### src/rtl/simple_fetch_pkg.sv
// rtl/simple_fetch_pkg.sv - shared widths, default reset PC and queue entry type for the fetch stage
package simple_fetch_pkg;
  localparam int INST_W = 16;
  localparam int PC_W   = 16;
  localparam logic [PC_W-1:0] RESET_PC_DEFAULT = 16'h0000;

  typedef struct packed {
    logic [PC_W-1:0]   pc;
    logic [INST_W-1:0] inst;
  } fetch_entry_t;
endpackage

### src/rtl/fetch_fifo.sv
// rtl/fetch_fifo.sv - DEPTH-entry prefetch queue of {pc, inst}; flush beats push and pop
module fetch_fifo
  import simple_fetch_pkg::*;
#(
  parameter int DEPTH = 4,
  localparam int AW = $clog2(DEPTH),
  localparam int CW = AW + 1
) (
  input  logic         clk,
  input  logic         rst,
  input  logic         flush,
  input  logic         push,
  input  fetch_entry_t push_data,
  input  logic         pop,
  output logic [CW-1:0] count,
  output fetch_entry_t head
);
  fetch_entry_t  mem [DEPTH];
  logic [AW-1:0] rd_ptr;
  logic [AW-1:0] wr_ptr;
  logic          do_push;
  logic          do_pop;

  assign do_push = push && (count != CW'(DEPTH));
  assign do_pop  = pop && (count != '0);
  assign head    = mem[rd_ptr];

  always_ff @(posedge clk) begin
    if (rst) begin
      rd_ptr <= '0;
      wr_ptr <= '0;
      count  <= '0;
      for (int i = 0; i < DEPTH; i++) mem[i] <= '0;
    end else if (flush) begin
      rd_ptr <= '0;
      wr_ptr <= '0;
      count  <= '0;
    end else begin
      if (do_push) begin
        mem[wr_ptr] <= push_data;
        wr_ptr      <= wr_ptr + AW'(1);
      end
      if (do_pop) rd_ptr <= rd_ptr + AW'(1);
      if (do_push && !do_pop)      count <= count + CW'(1);
      else if (do_pop && !do_push) count <= count - CW'(1);
    end
  end
endmodule

### src/rtl/simple_fetch_unit.sv
// rtl/simple_fetch_unit.sv - fetch stage top: PC, credit, in-flight tracking; FETCH_STATS_EN adds fetch/flush counters
module simple_fetch_unit
  import simple_fetch_pkg::*;
#(
  parameter int DEPTH = 4,
  parameter logic [PC_W-1:0] RESET_PC = RESET_PC_DEFAULT
) (
  input  logic              clk,
  input  logic              rst,
  input  logic              ce,
  input  logic              halt,
  input  logic              redirect,
  input  logic [PC_W-1:0]   redirect_pc,
  output logic              imem_req,
  output logic [PC_W-1:0]   imem_addr,
  input  logic [INST_W-1:0] imem_rdata,
  output logic              id_valid,
  input  logic              id_ready,
  output logic [INST_W-1:0] id_inst,
  output logic [PC_W-1:0]   id_pc,
  output logic [PC_W-1:0]   id_pc_plus1,
  output logic              busy
`ifdef FETCH_STATS_EN
  ,
  output logic [15:0]       fetch_count,
  output logic [7:0]        flush_count
`endif
);
  localparam int CW = $clog2(DEPTH) + 1;

  logic [PC_W-1:0] fetch_pc;
  logic [PC_W-1:0] inflight_pc;
  logic            inflight;
  logic [CW-1:0]   count;
  logic            credit;
  logic            push;
  logic            pop;
  fetch_entry_t    push_data;
  fetch_entry_t    head;

  // An in-flight read already owns a slot, so a push can never hit a full queue.
  assign credit    = (count + CW'(inflight)) < CW'(DEPTH);
  assign imem_req  = ce && !halt && !redirect && !rst && credit;
  assign imem_addr = fetch_pc;

  assign push      = inflight && !redirect;
  assign push_data = '{pc: inflight_pc, inst: imem_rdata};
  assign pop       = id_valid && id_ready && !redirect;

  assign id_valid    = (count != '0);
  assign id_inst     = head.inst;
  assign id_pc       = head.pc;
  assign id_pc_plus1 = head.pc + PC_W'(1);
  assign busy        = id_valid || inflight;

  fetch_fifo #(.DEPTH(DEPTH)) u_fifo (
    .clk       (clk),
    .rst       (rst),
    .flush     (redirect),
    .push      (push),
    .push_data (push_data),
    .pop       (pop),
    .count     (count),
    .head      (head)
  );

  always_ff @(posedge clk) begin
    if (rst) begin
      fetch_pc    <= RESET_PC;
      inflight_pc <= '0;
      inflight    <= 1'b0;
    end else if (redirect) begin
      fetch_pc <= redirect_pc;
      inflight <= 1'b0;
    end else if (imem_req) begin
      inflight_pc <= fetch_pc;
      fetch_pc    <= fetch_pc + PC_W'(1);
      inflight    <= 1'b1;
    end else begin
      inflight <= 1'b0;
    end
  end

`ifdef FETCH_STATS_EN
  always_ff @(posedge clk) begin
    if (rst) begin
      fetch_count <= '0;
      flush_count <= '0;
    end else begin
      if (push && fetch_count != 16'hFFFF) fetch_count <= fetch_count + 16'd1;
      if (redirect && (id_valid || inflight) && flush_count != 8'hFF)
        flush_count <= flush_count + 8'd1;
    end
  end
`endif
endmodule

### config.mk
export PLATFORM = sky130hd
export DESIGN_NAME = simple_fetch_unit
export DESIGN_NICKNAME = d
export VERILOG_FILES = /design/src/rtl/simple_fetch_pkg.sv /design/src/rtl/fetch_fifo.sv /design/src/rtl/simple_fetch_unit.sv
export SDC_FILE = /design/constraint.sdc
export NUM_CORES = 1
export LEC_CHECK = 0
export ABC_AREA = 1
export BUFFER_PORTS_ARGS = -buffer_cell sky130_fd_sc_hd__buf_4
export CELL_PAD_IN_SITES_DETAIL_PLACEMENT = 1
export CELL_PAD_IN_SITES_GLOBAL_PLACEMENT = 2
export CORE_MARGIN = 4
export CORE_UTILIZATION = 32
export DETAILED_ROUTE_END_ITERATION = 12
export PLACE_DENSITY = 0.87
export SLEW_MARGIN = 20
export SYNTH_ARGS = -nofsm -noshare
export SYNTH_HDL_FRONTEND = slang
export SYNTH_SLANG_ARGS = --single-unit
### constraint.sdc
create_clock -name clk -period 3.75 [get_ports clk]
set_clock_uncertainty 0.1 [all_clocks]
set_input_delay 0.375 -clock clk [delete_from_list [all_inputs] [get_ports clk]]
set_output_delay 0.375 -clock clk [all_outputs]
set_load 0.005 [all_outputs]
# After elaboration in Yosys (flattened, before gate mapping)
# Memories as Yosys holds them, arrays and structs flattened. A register that Yosys moved wholly into a read port is not among the register bits.
# Cells that the tools add are included.
# totals
wordCells,56
ram_bits,128
n_memories,1
romBits,0
latchBits,0
ff_bits,40
# classes
muxes,16
shift,0
bitwise_logic,1
reduce_logical,23
n_mul,0
n_addsub,7
magnitude_cmp,1
div,0
n_eq_ne,1
# memory_table
name,depth,word_bits,rd,rd_clocked_by_memory_dff,write_ports,line_no,text
u_fifo.mem,4,32,1,1,4,fetch_fifo.sv:18,fetch_entry_t mem [DEPTH];
# ops
operator,n
$add A16 B1 Y16 const B,2
$mux W16,2
$mux W32,1
$reduce_or A32 Y1,1
$logic_and A1 B1 Y1,11
$mux W1,8
$mux W2,3
$mux W3,2
$logic_not A1 Y1,5
$add A2 B1 Y2 const B,2
$reduce_bool A2 Y1,2
$add A3 B1 Y3,1
$add A3 B1 Y3 const B,1
$lt A3 B3 Y1 const B,1
$ne A3 B3 Y1 const B,1
$reduce_bool A3 Y1,1
$sub A3 B1 Y3 const B,1
$reduce_and A2 Y1,1
$reduce_or A2 Y1,1
$logic_or A1 B1 Y1,1
$not A1 Y1,1

# Logic depth before layout (Yosys ltp)
# depth
depth_word,9
depth_mapped,13
ltp_nobuf,11

# Cells and area by module
# Synthesis repeated with hierarchy kept, for this count alone.
# hier_totals
cells_unflattened,885
hier_area_um2,8216.6
# modules_own_cells
module,area_per_inst_um2,instances,seq_area_each_um2,cells_each
fetch_fifo,6113.4,1,4023.9,559
simple_fetch_unit,2103.3,1,660.6,326

# Least setup slack after synthesis
# OpenSTA, ideal clock, no wires.
# synth_path
kind,reg2reg
start,reg u_fifo.count[0]
end,mem u_fifo.mem[3][0] (netlist name) (enable)
t_arrival_ps,3181
path_stages_with_launch,7
period_less_slack_ps,3746
setup_time_ps,466
path_slack_ps,4
cell_sequence,dfxtp_1 -> inv_1 -> nand3_1 -> nand2_1 -> nor2_1 -> nand2_1 -> o21ai_0
# synth_rtl
element,line_no,text
"start, declared",fetch_fifo.sv:15,"output logic [CW-1:0] count,"
"start signal, assigned",fetch_fifo.sv:44,if (do_push && !do_pop) count <= count + CW'(1);
"start signal, assigned",fetch_fifo.sv:45,else if (do_pop && !do_push) count <= count - CW'(1);
"end, declared",fetch_fifo.sv:18,

==> impl_summary.md <==
Outcome
The run finished with clean final reports.

Worst setup path
The data required time at the worst endpoint is 3.27 ns. The critical path start-end classification is reg2out. Of all nets on the critical path, the largest fanout is 30. The endpoint class of the critical path is a primary output. By instance count, the cell type seen most on the critical path is sky130_fd_sc_hd__nand2_1. STA puts the critical path data arrival time at 2.67 ns. The largest single stage delay on the critical path is 0.55 ns. The worst setup path is launched from a flop. The signal on the critical path passes through buf_4 -> nand2_1 -> nand3_1 -> nand2_1 -> inv_1 -> ha_1 -> nand2_1 -> nor2_2 -> nand2_1 -> xor2_1 -> buf_4. On the critical path, the stage with the largest delay is an instance of sky130_fd_sc_hd__dfxtp_2.

Routing
The highest layer used for signal routing is met4. The total length of routed met3 wires is 1030 um. The detailed router finished its first iteration with 320 violations. The length of routed met2 wiring is 11200 um. In the final routed layout, each cell accounts on average for 16.6 um.

The total via count in the routed design is 6484. For this block, the routed nets add up to 22800 um of wire. In the final routing, the length of wire on met1 measures 10300 um. After detailed routing, the number of remaining DRC violations is 0. The number of detailed-routing iterations run before antenna repair is 5. The routed via count divided by cell count is 4.74. The number of nets with antenna violations after detailed routing is 0.

Place
The placed instances occupy a cell area of 9300 um2. The placer congestion estimate is 0.762. The post-DP HPWL is 15400 um. The count of buffers from port buffering is 104. The worst slack at placement is 1.03 ns.

STA
In the finished design, the share of the clock period the worst path needs comes to 84.0%. The number of failing hold endpoints at the final stage is 0. Once routing completed, OpenROAD measured the worst setup slack at 0.600 ns. Derived from the worst setup path, the maximum achievable clock frequency is 317 MHz. Setup repair after global routing left no endpoint under its margin. The time the final worst path needs with I/O delays and setup is 3.15 ns. The total negative slack for setup checks is 0 ns. At the pin with the least slew margin, the transition time is 0.818 ns. The total count of max-transition violations in the final report is 0. The worst slew margin relative to its limit is 45.3%. Setup violations remaining at the end of the flow were counted as 0.

Clock network
The clock latency reported for the late side of the worst-skew pair is 0.42 ns. In this run the post-CTS setup repair buffer count came out at 0. The number of hold buffers added after CTS was 0. The tree built by TritonCTS fans out to 170 sinks.

The H-tree depth reported by CTS is 4. The clock passes through at most 2 buffers. The total of cells resized after clock tree synthesis is 0.

The post-CTS clock slew at the launch and capture registers of the worst setup and hold paths is 0.06 ns. The root cell of the clock tree is sky130_fd_sc_hd__clkbuf_16. Clock tree synthesis inserted a total of 17 buffers. TritonCTS built the clock tree.

Global routing
The overall routing resource usage is 16.3%. The pin count of the biggest net entering global routing is 47. The total grt overflow is 0. The number of global-route vias before repair is 6684. The number of antenna violations at the first check in global routing is 0. The first global-routing pass estimated 36300 um of wire.

Final layout
Once layout is complete, the utilization of the core stands at 39.2%. The finished cells cover 9910 um2. Of the cells placed in the final design, the portion with a size suffix greater than 1 is 19.4%. Relative to the synthesized area, the layout overhead comes to 20.0%.

0 antenna diodes ended up in the layout. The final layout contains 1068 nets.

Yosys
The async set-or-reset flop fraction in the synthesized netlist is 0%. The mean instance size in the synthesized netlist is 8.84 um2. The post-synthesis cell area is 8260 um2. For this run, the number of Yosys warnings is 0. The dominant register cell in the synthesized netlist is sky130_fd_sc_hd__edfxtp_1. In this run, synthesis inferred 128 flip-flops with an integrated enable. The number of unique standard cell types used by synthesis is 41.

The net count after synthesis is 976. The synthesized design contains 170 register bits. Synthesis handed over a netlist of 934 instances. The sequential area share after synthesis is 56.7%.

Pwr
The power per unit of standard cell area is 423 nW/um2. Across the VDD grid, the largest voltage drop is 0.369 mV. Summed over all cells, the static leakage comes to 0.00396 uW.

Die
The placement row count is 58. The floorplan step defined a die boundary enclosing 28400 um2. Pin placement for this block handled 105 I/O pins.

The die width is 169 um. The vertical die dimension is 169 um. The core box area is 25300 um2.

For this configuration, the core starts out at a cell density of 32.7%.

Hold path
The type of the tightest min-delay check is in2reg.

Job
The count of maximum capacitance violations is 0.
## layer usage
layer	global-route usage, %	vias up
li1	-	3225
met1	21.6	3115
met2	27.4	133
met3	2.99	11
met4	4.45	0
met5	0	-
## synthesized netlist by cell type, types with 6 or more instances
| cell type | n | share of area [%] |
|---|---|---|
| sky130_fd_sc_hd__nor2_2 | 12 | 0.91 |
| sky130_fd_sc_hd__nor2_1 | 172 | 7.8 |
| sky130_fd_sc_hd__nand3_1 | 51 | 3.1 |
| sky130_fd_sc_hd__buf_6 | 8 | 1.1 |
| sky130_fd_sc_hd__clkbuf_1 | 16 | 0.73 |
| sky130_fd_sc_hd__o21ai_0 | 57 | 3.5 |
| sky130_fd_sc_hd__o22ai_1 | 16 | 1.2 |
| sky130_fd_sc_hd__dfxtp_1 | 42 | 10 |
| sky130_fd_sc_hd__nand2_1 | 213 | 9.7 |
| sky130_fd_sc_hd__nand2_2 | 9 | 0.68 |
| sky130_fd_sc_hd__buf_2 | 9 | 0.55 |
| sky130_fd_sc_hd__nor2_4 | 11 | 1.5 |
| sky130_fd_sc_hd__a21oi_1 | 33 | 2.0 |
| sky130_fd_sc_hd__edfxtp_1 | 128 | 47 |
| sky130_fd_sc_hd__inv_1 | 91 | 4.1 |
| sky130_fd_sc_hd__xor2_1 | 13 | 1.4 |
| sky130_fd_sc_hd__inv_2 | 6 | 0.27 |
## where the power goes
group | switching (uW) | total, uW | internal (uW)
clock | 753 | 1810 | 1060
sequential | 38.5 | 2120 | 2080
combinational | 154 | 264 | 110
total | 945 | 4200 | 3250
## state kept, by name, indices dropped and copies added (netlist names), named ones only
signal / cells
u_fifo.mem: 128
inflight: 1
u_fifo.rd_ptr: 2
inflight_pc: 16
imem_addr: 16
u_fifo.count: 3
u_fifo.wr_ptr: 2
## critical path: cells and delay by family (launching register included)
kind | cells | cell delay (ns)
adders and majority gates | 1 | 0.22
DFF | 1 | 0.55
buffers and inverters | 3 | 0.60
xor gates and xnor gates | 1 | 0.15
and+or+nand+nor | 6 | 0.71
## kinds of logic (layout without fill, tap and decap cells)
kind of cell             count (synthesis)  in the layout  share of synthesized area [%]
flip-flops                             170            170                           56.7
XOR/XNOR                                16             16                           1.79
AND/OR/NAND/NOR                        484            484                           25.3
adder cells (fa/ha/maj)                  4              4                          0.697
buffers and inverters                  143            248                           7.85
AO/OA/AOI/OAI                          117            117                           7.66
## cell type report
class | count | area (um2)
flip-flops and latches | 170 | 4690
well taps | 330 | 413
multi-input cells | 621 | 2940
clock buffers | 17 | 425
inverters | 99 | 379
clock inverters | 15 | 189
fillers | 2984 | 15300
repair buffers | 117 | 878
## per-stage QoR
| step | total power, uW | cells | hold WS, ns |
|---|---|---|---|
| detailed placement | 2430 | 1337 | 0.364 |
| global placement | 2420 | 1337 | 0.355 |
| floorplan | 2290 | 934 | 0.329 |
| finish | 4200 | 1369 | 0.130 |
| global route | 4350 | 1369 | 0.120 |
| CTS | 4240 | 1369 | 0.114 |
## layout by cell type, fill, tap and decap left out, drive strengths merged
| cell type | netlist | final |
|---|---|---|
| nand2 | 223 | 223 |
| clkbuf | 17 | 17 |
| buf | 27 | 117 |
| nand3 | 55 | 55 |
| inv | 99 | 103 |
| fa | 1 | 1 |
| a211oi | 2 | 2 |
| a32oi | 1 | 1 |
| or2 | 1 | 1 |
| nor2 | 196 | 196 |
| o21a | 1 | 1 |
| a31oi | 1 | 1 |
| clkinvlp | 0 | 5 |
| nand3b | 2 | 2 |
| clkinv | 0 | 3 |
| xor2 | 14 | 14 |
| o21bai | 2 | 2 |
| a21oi | 33 | 33 |
| o22ai | 16 | 16 |
| o211ai | 2 | 2 |
| xnor2 | 2 | 2 |
| ha | 3 | 3 |
| nor3 | 2 | 2 |
| bufinv | 0 | 3 |
| a22oi | 2 | 2 |
| o21ai | 57 | 57 |
| nand4 | 5 | 5 |
| dfxtp | 42 | 42 |
| edfxtp | 128 | 128 |
## path summary, 6_finish.rpt
check / from / to / slack, ns / depth (start not counted)
worst min-delay path: redirect_pc[0] / imem_addr[0]$_SDFFE_PP0P_ / 0.13 / 3
worst max-delay path: flop / id_pc_plus1[8] / 0.60 / 11
worst min register to register: inflight_pc[4]$_SDFFE_PP0P_ / inflight_pc[4]$_SDFFE_PP0P_ / 0.39 / 2
worst max register to register: u_fifo.count[0]$_SDFFE_PP0P_ / u_fifo.mem[0][1]$_SDFFCE_PN0P_ / 1.38 / 7
No activity file was read; power rests on OpenSTA's default activity.
